--- src/rtl/srcdp_pkg.sv ---
// rtl/srcdp_pkg.sv - shared types and constants for the srcdp_gen2 datapath
package srcdp_pkg;
    typedef enum logic [1:0] {
        IDLE = 2'd0,
        REQ  = 2'd1,
        DONE = 2'd2
    } mem_state_e;

    localparam int TMO_W = 8;
    localparam logic [TMO_W-1:0] TMO_RST = '0;
    localparam mem_state_e MEM_RST_STATE = IDLE;
endpackage

--- src/rtl/srcdp_regfile.sv ---
// rtl/srcdp_regfile.sv - 2-read/1-write register file, combinational read, optional hard-zero r0
module srcdp_regfile #(
    parameter int DATA_W  = 32,
    parameter int REG_CNT = 16,
    parameter int R0_ZERO = 1
) (
    input  logic                       clk,
    input  logic                       rst,
    input  logic                       we,
    input  logic [$clog2(REG_CNT)-1:0] addr_a,
    input  logic [$clog2(REG_CNT)-1:0] addr_b,
    input  logic [$clog2(REG_CNT)-1:0] addr_c,
    input  logic [DATA_W-1:0]          wdata,
    output logic [DATA_W-1:0]          rdata_a,
    output logic [DATA_W-1:0]          rdata_b
);
    logic [DATA_W-1:0] regs_q [REG_CNT];
    logic [DATA_W-1:0] regs_d [REG_CNT];

    always_comb begin
        regs_d = regs_q;
        if (we && !((R0_ZERO != 0) && (addr_c == '0)))
            regs_d[addr_c] = wdata;
    end

    always_ff @(posedge clk) begin
        if (rst) begin
            for (int i = 0; i < REG_CNT; i++)
                regs_q[i] <= '0;
        end else begin
            regs_q <= regs_d;
        end
    end

    // Reads see the pre-write contents, so a same-cycle read of addr_c returns the old value
    always_comb begin
        rdata_a = ((R0_ZERO != 0) && (addr_a == '0)) ? '0 : regs_q[addr_a];
        rdata_b = ((R0_ZERO != 0) && (addr_b == '0)) ? '0 : regs_q[addr_b];
    end
endmodule

--- src/rtl/srcdp_gen2.sv ---
// rtl/srcdp_gen2.sv - MiniSRC datapath with PC, register file, ALU staging regs and handshaked memory port
module srcdp_gen2
    import srcdp_pkg::*;
#(
    parameter int DATA_W   = 32,
    parameter int REG_CNT  = 16,
    parameter int START_PC = 0,
    parameter int PC_INC   = 1,
    parameter int R0_ZERO  = 1,
    parameter int MEM_TMO  = 255
) (
    input  logic                       iClk,
    input  logic                       iRst,
    input  logic                       iPC_en,
    input  logic                       iPC_jmp,
    input  logic                       iPC_loadRA,
    input  logic                       iPC_loadImm,
    input  logic                       iRF_Write,
    input  logic [$clog2(REG_CNT)-1:0] iRF_AddrA,
    input  logic [$clog2(REG_CNT)-1:0] iRF_AddrB,
    input  logic [$clog2(REG_CNT)-1:0] iRF_AddrC,
    input  logic                       iRA_en,
    input  logic                       iRB_en,
    input  logic [DATA_W-1:0]          iImm,
    input  logic                       iMUX_BIS,
    output logic [DATA_W-1:0]          oALU_A,
    output logic [DATA_W-1:0]          oALU_B,
    input  logic [DATA_W-1:0]          iALU_Hi,
    input  logic [DATA_W-1:0]          iALU_Lo,
    input  logic                       iRZ_en,
    input  logic                       iRAS_en,
    input  logic                       iMUX_RZHS,
    input  logic                       iMUX_ASS,
    input  logic                       iMUX_MAP,
    input  logic                       iMUX_WBM,
    input  logic                       iRWB_en,
    input  logic                       iMemStart,
    input  logic                       iMemWr,
    output logic                       oMemReq,
    output logic                       oMemWe,
    output logic [DATA_W-1:0]          oMemAddr,
    output logic [DATA_W-1:0]          oMemData,
    input  logic [DATA_W-1:0]          iMemData,
    input  logic                       iMemAck,
    output logic                       oMemBusy,
    output logic                       oMemDone,
    output logic                       oMemErr,
    output logic                       oALU_zero,
    output logic                       oALU_neg,
    output logic [DATA_W-1:0]          oPC
);
    logic [DATA_W-1:0] pc_q, pc_d, ra_q, ra_d, rb_q, rb_d;
    logic [DATA_W-1:0] rzh_q, rzh_d, rzl_q, rzl_d, rash_q, rash_d, rasl_q, rasl_d;
    logic [DATA_W-1:0] rwb_q, rwb_d, mdr_q, mdr_d, addr_q, addr_d, data_q, data_d;
    logic [DATA_W-1:0] rf_a, rf_b, rzx;
    logic [TMO_W-1:0]  cnt_q, cnt_d;
    logic              we_q, we_d, err_q, err_d, mem_busy;
    mem_state_e        state_q, state_d;

    srcdp_regfile #(.DATA_W(DATA_W), .REG_CNT(REG_CNT), .R0_ZERO(R0_ZERO)) u_rf (
        .clk(iClk), .rst(iRst), .we(iRF_Write),
        .addr_a(iRF_AddrA), .addr_b(iRF_AddrB), .addr_c(iRF_AddrC),
        .wdata(rwb_q), .rdata_a(rf_a), .rdata_b(rf_b)
    );

    assign mem_busy = (state_q != IDLE);
    assign rzx = iMUX_ASS ? (iMUX_RZHS ? rash_q : rasl_q) : (iMUX_RZHS ? rzh_q : rzl_q);

    always_comb begin
        pc_d = pc_q;
        if (iPC_en && !mem_busy) begin
            if (iPC_loadRA)       pc_d = ra_q;
            else if (iPC_loadImm) pc_d = iImm;
            else if (iPC_jmp)     pc_d = pc_q + iImm;
            else                  pc_d = pc_q + DATA_W'(PC_INC);
        end
        ra_d   = iRA_en  ? rf_a    : ra_q;
        rb_d   = iRB_en  ? rf_b    : rb_q;
        rzh_d  = iRZ_en  ? iALU_Hi : rzh_q;
        rzl_d  = iRZ_en  ? iALU_Lo : rzl_q;
        rash_d = iRAS_en ? iALU_Hi : rash_q;
        rasl_d = iRAS_en ? iALU_Lo : rasl_q;
        rwb_d  = iRWB_en ? (iMUX_WBM ? mdr_q : rzx) : rwb_q;
    end

    // Memory FSM next-state; a DONE cycle always separates transactions
    always_comb begin
        state_d = state_q;
        cnt_d   = cnt_q;
        addr_d  = addr_q;
        data_d  = data_q;
        we_d    = we_q;
        err_d   = err_q;
        mdr_d   = mdr_q;
        case (state_q)
            IDLE: begin
                err_d = 1'b0;
                if (iMemStart) begin
                    state_d = REQ;
                    addr_d  = iMUX_MAP ? pc_q : rzx;
                    data_d  = rb_q;
                    we_d    = iMemWr;
                    cnt_d   = TMO_RST;
                end
            end
            REQ: begin
                if (iMemAck) begin
                    state_d = DONE;
                    if (!we_q) mdr_d = iMemData;
                end else if (cnt_q == TMO_W'(MEM_TMO)) begin
                    state_d = DONE;
                    err_d   = 1'b1;
                end else begin
                    cnt_d = cnt_q + 1'b1;
                end
            end
            DONE:    state_d = IDLE;
            default: state_d = IDLE;
        endcase
    end

    always_ff @(posedge iClk) begin
        if (iRst) begin
            pc_q    <= DATA_W'(START_PC);
            ra_q    <= '0;
            rb_q    <= '0;
            rzh_q   <= '0;
            rzl_q   <= '0;
            rash_q  <= '0;
            rasl_q  <= '0;
            rwb_q   <= '0;
            mdr_q   <= '0;
            addr_q  <= '0;
            data_q  <= '0;
            we_q    <= 1'b0;
            err_q   <= 1'b0;
            cnt_q   <= TMO_RST;
            state_q <= MEM_RST_STATE;
        end else begin
            pc_q    <= pc_d;
            ra_q    <= ra_d;
            rb_q    <= rb_d;
            rzh_q   <= rzh_d;
            rzl_q   <= rzl_d;
            rash_q  <= rash_d;
            rasl_q  <= rasl_d;
            rwb_q   <= rwb_d;
            mdr_q   <= mdr_d;
            addr_q  <= addr_d;
            data_q  <= data_d;
            we_q    <= we_d;
            err_q   <= err_d;
            cnt_q   <= cnt_d;
            state_q <= state_d;
        end
    end

    always_comb begin
        oMemReq   = (state_q == REQ);
        oMemWe    = (state_q == REQ) && we_q;
        oMemDone  = (state_q == DONE);
        oMemErr   = (state_q == DONE) && err_q;
        oMemBusy  = mem_busy;
        oMemAddr  = addr_q;
        oMemData  = data_q;
        oALU_A    = ra_q;
        oALU_B    = iMUX_BIS ? iImm : rb_q;
        oALU_zero = (rzx == '0);
        oALU_neg  = rzx[DATA_W-1];
        oPC       = pc_q;
    end
endmodule

--- config.mk ---
export PLATFORM = sky130hd
export DESIGN_NAME = srcdp_gen2
export DESIGN_NICKNAME = d
export VERILOG_FILES = /design/src/rtl/srcdp_pkg.sv /design/src/rtl/srcdp_regfile.sv /design/src/rtl/srcdp_gen2.sv
export SDC_FILE = /design/constraint.sdc
export NUM_CORES = 2
export LEC_CHECK = 0
export ABC_AREA = 1
export CORE_ASPECT_RATIO = 0.5
export CORE_MARGIN = 8
export CORE_UTILIZATION = 30
export CTS_BUF_LIST = sky130_fd_sc_hd__clkbuf_4 sky130_fd_sc_hd__clkbuf_8 sky130_fd_sc_hd__clkbuf_16
export CTS_CLUSTER_SIZE = 20
export DETAILED_ROUTE_END_ITERATION = 10
export GPL_TIMING_DRIVEN = 0
export SLEW_MARGIN = 20
export SYNTH_ARGS = -nofsm -noshare
export SYNTH_HDL_FRONTEND = slang
export SYNTH_SLANG_ARGS = --single-unit
--- constraint.sdc ---
create_clock -name iClk -period 3 [get_ports iClk]
set_input_delay 0.45 -clock iClk [delete_from_list [all_inputs] [get_ports iClk]]
set_output_delay 0.45 -clock iClk [all_outputs]
set_load 0.03 [all_outputs]
**Yosys cells after proc, flatten, opt, wreduce, memory -nomap -nowiden**

Index checks and enable logic that the tools add are counted.

- Bits of input ports: 160
- Latch bits: 0
- Memory bits (writable): 0
- Memories: 0
- Register bits after elaboration: 876
- Memory bits (read-only): 0

- Magnitude comparators: 4
- Bitwise operators: 4
- $mul: 0
- Multiplexer cells: 31
- Shifts and indexed selects: 0
- Reduce and logical (&&, ||, !) cells: 19
- Add/subtract/negate cells: 3
- Equal/unequal tests: 8
- Divide/modulo/power cells: 0

Operators by type and width:

| kind | number |
|---|---|
| 512-bit bitwise mux | 1 |
| 32-bit 2-to-1 mux | 16 |
| 32-bit binary-select mux with 4-bit select | 2 |
| 32-bit demux with 4-bit select | 1 |
| 32-bit by 1-bit adder with 32-bit output (second input constant) | 1 |
| 32-bit adder | 1 |
| 32-bit logical NOT | 1 |
| 8-bit 2-to-1 mux | 3 |
| 8-bit one-hot mux with 2 select lines | 1 |
| 5-bit greater-or-equal comparator (second input constant) | 3 |
| 4-bit inverter with 5-bit output | 3 |
| 4-bit logical NOT | 3 |
| 8-bit by 1-bit adder with 8-bit output (second input constant) | 1 |
| 8-bit equality test (second input constant) | 1 |
| 2-bit 2-to-1 mux | 3 |
| 2-bit inequality test (second input constant) | 3 |
| 3-bit AND reduction | 2 |
| 1-bit logical AND | 5 |
| 5-bit by 1-bit < comparator with 1-bit output (second input constant) | 1 |
| 2-bit one-hot mux with 2 select lines | 1 |
| 2-bit AND reduction | 2 |
| 4-bit AND reduction | 1 |
| 2-bit nonzero test | 2 |
| 3-bit by 1-bit inequality test with 1-bit output (second input constant) | 1 |
| other kinds (8) | 10 |

**Depth between registers and ports, before layout**

- Word-level depth: 6
- Gate-level depth with buffers: 17
- Depth with buffers taken out: 17

**Hierarchy**

Synthesis repeated with hierarchy kept, for this count alone.

- Cells, all modules: 7421
- Area total of the unflattened synthesis: 46916.2 µm²

By module, submodules not included:

| module | instances | seq. area each (µm²) | cells an instance | area each (µm²) |
|---|---|---|---|---|
| srcdp_regfile | 1 | 10249.8 | 4759 | 29155.5 |
| srcdp_gen2 | 1 | 7287.0 | 2662 | 17760.8 |

**Least setup slack after synthesis**

OpenSTA, ideal clock, no wires.

- Path kind: input -> register
- Start: input iPC_jmp
- End: register pc_q[30] (netlist: oPC[30])
- Cell stages on the path: 16
- Path slack: 0.622 ns
- Library setup time: 0.122 ns
- Arrival time: 2.256 ns
- Path buffers: 1
- Path through: clkbuf_1 -> nand2_1 -> ha_1 -> fa_1 -> nand3_1 -> nand3_2 -> nand2_1 -> nand2_2 -> nand3_1 -> nand2_1 -> nand2_1 -> nand2_1 -> nand2_1 -> nand3_1 -> nand2_1 -> a21oi_2

- Cells in the longest elaborated chain, start to end: 3

Ends and longest elaborated chain:

| item | line | RTL |
|---|---|---|
| from (decl) | srcdp_gen2.sv:15 | `input logic iPC_jmp,` |
| 32-bit 2-to-1 mux | srcdp_gen2.sv:74 | `else if (iPC_jmp) pc_d = pc_q + iImm;` |
| 32-bit 2-to-1 mux | srcdp_gen2.sv:73 | `else if (iPC_loadImm) pc_d = iImm;` |
| 32-bit 2-to-1 mux | srcdp_gen2.sv:72 | `if (iPC_loadRA) pc_d = ra_q;` |
| to (signal assigned) | srcdp_gen2.sv:124 | `pc_q <= DATA_W'(START_PC);` |
| to (signal assigned) | srcdp_gen2.sv:140 | `pc_q <= pc_d;` |
| to (decl) | srcdp_gen2.sv:52 | `logic [DATA_W-1:0] pc_q, pc_d, ra_q, ra_d, rb_q, rb_d;` |

No other way between the ends.
A chain may end at the register's enable or synchronous reset.

**Final worst setup path**

- Start: input iMUX_BIS
- End: output oALU_B[18]

- Cells in the longest elaborated chain, start to end: 1

Ends and longest elaborated chain:

| item | line | RTL |
|---|---|---|
| from (decl) | srcdp_gen2.sv:25 | `input logic iMUX_BIS,` |
| 32-bit 2-to-1 mux | srcdp_gen2.sv:167 | `oALU_B = iMUX_BIS ? iImm : rb_q;` |
| to (decl) | srcdp_gen2.sv:27 | `output logic [DATA_W-1:0] oALU_B,` |

No other way between the ends.

==> results.sh <==
export IMPL_grt_max_degree=16
export IMPL_cts_tree="yes"
export IMPL_crit_type="in -> out"
export IMPL_drtIter0Drc=7593
export IMPL_ys_warn_count=0
export IMPL_grt_remaining_overflow=0
export IMPL_synthAdderAreaFrac_pct=0.953
export IMPL_cp_arrival_ns=2.55
export IMPL_fmax_ghz=0.333
export IMPL_synth_simple_gate_area_share_pct=21.8
export IMPL_synth_edff_count=0
export IMPL_die_h_microns=287
export IMPL_timing_rr_end="oPC[30]"
export IMPL_drive_gt1_share_pct=6.34
export IMPL_cts_made_buffers=89
export IMPL_wl_per_cell_microns=26.8
export IMPL_via_count=51460
export IMPL_outcome="finished, violations left"
export IMPL_placed_cells=8966
export IMPL_ff2ff_path_depth=14
export IMPL_cts_hold_fix_buffers=0
export IMPL_hold_ws_ns=0.223
export IMPL_path_clk_slew_ns=0.06
export IMPL_synth_seq_cells=876
export IMPL_synth_area_leader_cell="dfxtp_1"
export IMPL_layout_common_cells="o21ai_0 (1260), nor2_1 (1171), nand2_1 (884), dfxtp_1 (876), a21oi_1 (730)"
export IMPL_num_io_pins=327
export IMPL_synth_top_area_share_pct=39.7
export IMPL_finalCritPeriodShare_pct=100
export IMPL_power_mw=30.4
export IMPL_nNetsFinal=7281
export IMPL_synth_nets=6881
export IMPL_synthFlopType="dfxtp_1"
export IMPL_finalCriticalPeriod_ns=3.00
export IMPL_cp_start_kind="primary input"
export IMPL_r2r_slack_ns=0.51
export IMPL_final_common_cell="o21ai_0"
export IMPL_die_w_microns=558
export IMPL_synth_async_sr_flop_share_pct=0
export IMPL_area_delta_synth_final_pct=19.8
export IMPL_clock_skew_ns=0.0215
export IMPL_detail_route_antenna_nets=0
export IMPL_met2_length_microns=97700
export IMPL_synthMuxAreaShare_pct=0
export IMPL_synth_compound_area_share_pct=27.3
export IMPL_synth_xor_area_share_pct=0.278
export IMPL_peakVddDrop_mv=0.469
export IMPL_clk_latency_ns=0.72
export IMPL_synthesis_instances=6688
export IMPL_clock_sinks=876
export IMPL_rows=99
export IMPL_synth_area_per_cell_sq_um=6.60
export IMPL_power_density_nw_per_um2=575
export IMPL_tightest_slew_ns=1.29
export IMPL_grt_pass1_wl_microns=342000
export IMPL_finalSetupViolations=1
export IMPL_cp_data_required_time_ns=2.55
export IMPL_ys_seq_area_share_pct=39.7
export IMPL_rsz0062_at_grt="true"
export IMPL_hold_viol=0
export IMPL_routed_wl_microns=245000
export IMPL_syn_area_sq_um=44100
export IMPL_worst_slack_ns=-0.00387
export IMPL_violations="negative setup slack"
export IMPL_pre_cts_ws_ns=-0.863
export IMPL_end_kind="primary output"
export IMPL_ctsRootBufferMaster="clkbuf_16"
export IMPL_synth_top_family_by_area="compound AO/OA/AOI/OAI gates"
export IMPL_min_to="cnt_q[5]"
export IMPL_io_buffer_count=309
export IMPL_dr_pass1_iters=7
export IMPL_largest_reg_flops=512
export IMPL_whs_path_depth=4
export IMPL_wl_met3_microns=35900
export IMPL_grt_pass1_vias=46801
export IMPL_leakagePower_nw=21.4
export IMPL_clockBufferDepth=3
export IMPL_regMostFlops="u_rf.regs_q"
export IMPL_die_area_sq_um=160000
export IMPL_placed_cell_area_sq_um=49700
export IMPL_drv_slew=0
export IMPL_highest_layer="met5"
export IMPL_gp_congestion=1.05
export IMPL_worstHoldPathType="in -> reg"
export IMPL_synthTopCellsByArea="dfxtp_1 (40%), o21ai_0 (14%), nor2_1 (10%)"
export IMPL_vias_per_cell=5.63
export IMPL_fin_area_sq_um=52900
export IMPL_coreArea_sq_um=146000
export IMPL_crit_fanout=10
export IMPL_h_tree_depth=3
export IMPL_track_usage_pct=29.0
export IMPL_synth_cell_types=41
export IMPL_hp_start="iRst"
export IMPL_postLayoutCoreUtil_pct=36.2
export IMPL_rr_startpoint="oPC[0]"
export IMPL_cap_violations=0
export IMPL_start_util_pct=30.2
export IMPL_antenna_found_initial=23
export IMPL_fin_setup_tns_ns=-0.00387
export IMPL_post_dp_hpwl_microns=186000
export IMPL_slew_headroom_pct=14.3
export IMPL_drt_met1_wl_microns=97300
export IMPL_stdcell_count=9144
export IMPL_drc=0
-- what timing repair did --
item / 4_1_cts / 5_1_grt
buffers inserted: 1 / 0
resized for setup: 27 / 1
setup endpoints to repair: 21 / 22
pin swaps: 2 / 0
-- routing by layer --
metal  up-vias  global-route usage, %
li1      22945                      -
met5         -                      0
met3       756                   11.6
met2      3496                   41.7
met4        19                   14.1
met1     24244                   37.7
-- layout make-up --
class,count,area [sq um]
repair buffers,310,3100
diodes,15,37.5
well taps,1969,2460
clock buffers,122,2620
clock inverters,41,473
plain buffers,550,2540
inverters,498,1880
multi-input cells,4763,22200
fillers,16031,93100
flip-flops and latches,876,17500
-- Yosys cell counts (24+ instances only) --
cell,number
nand2_1,884
inv_1,479
buf_2,155
a21oi_1,730
buf_4,24
nand3_1,283
dfxtp_1,876
clkbuf_1,337
nor2_1,1172
o211ai_1,135
o21ai_1,120
o21ai_0,1261
a31oi_1,32
ha_1,32
-- how the worst max path moves through the flow --
| stage | start | end | cells after the start |
|---|---|---|---|
| floorplan | iPC_jmp | oPC[30] | 16 |
| CTS | iMUX_BIS | oALU_B[18] | 4 |
| detailed placement | iMUX_ASS | oALU_zero | 10 |
| finish | iMUX_BIS | oALU_B[18] | 4 |
| global placement | iMUX_ASS | oALU_zero | 10 |
| global route | iMUX_BIS | oALU_B[15] | 4 |
-- report_power, final --
part           leakage, nW  internal [mW]  switching [mW]
clock                 1.55           6.86            5.42
combinational         12.7           1.52            3.96
sequential            7.14           12.1           0.537
total                 21.4           20.5            9.92
-- logic make-up (layout without fill, tap and decap cells) --
family,after synthesis,count (layout)
simple gates,2408,2408
compound gates,2308,2308
buf+inv,1049,1521
flops,876,876
fa+ha+maj,33,33
xor+xnor,14,14
other cells,0,15
-- worst max-delay path: stages --
cell and delay [ns]:
clkbuf_2 0.24, clkbuf_1 0.37, o21ai_0 0.67, clkdlybuf4s50_1 0.81
No activity file was read; power rests on OpenSTA's default activity.
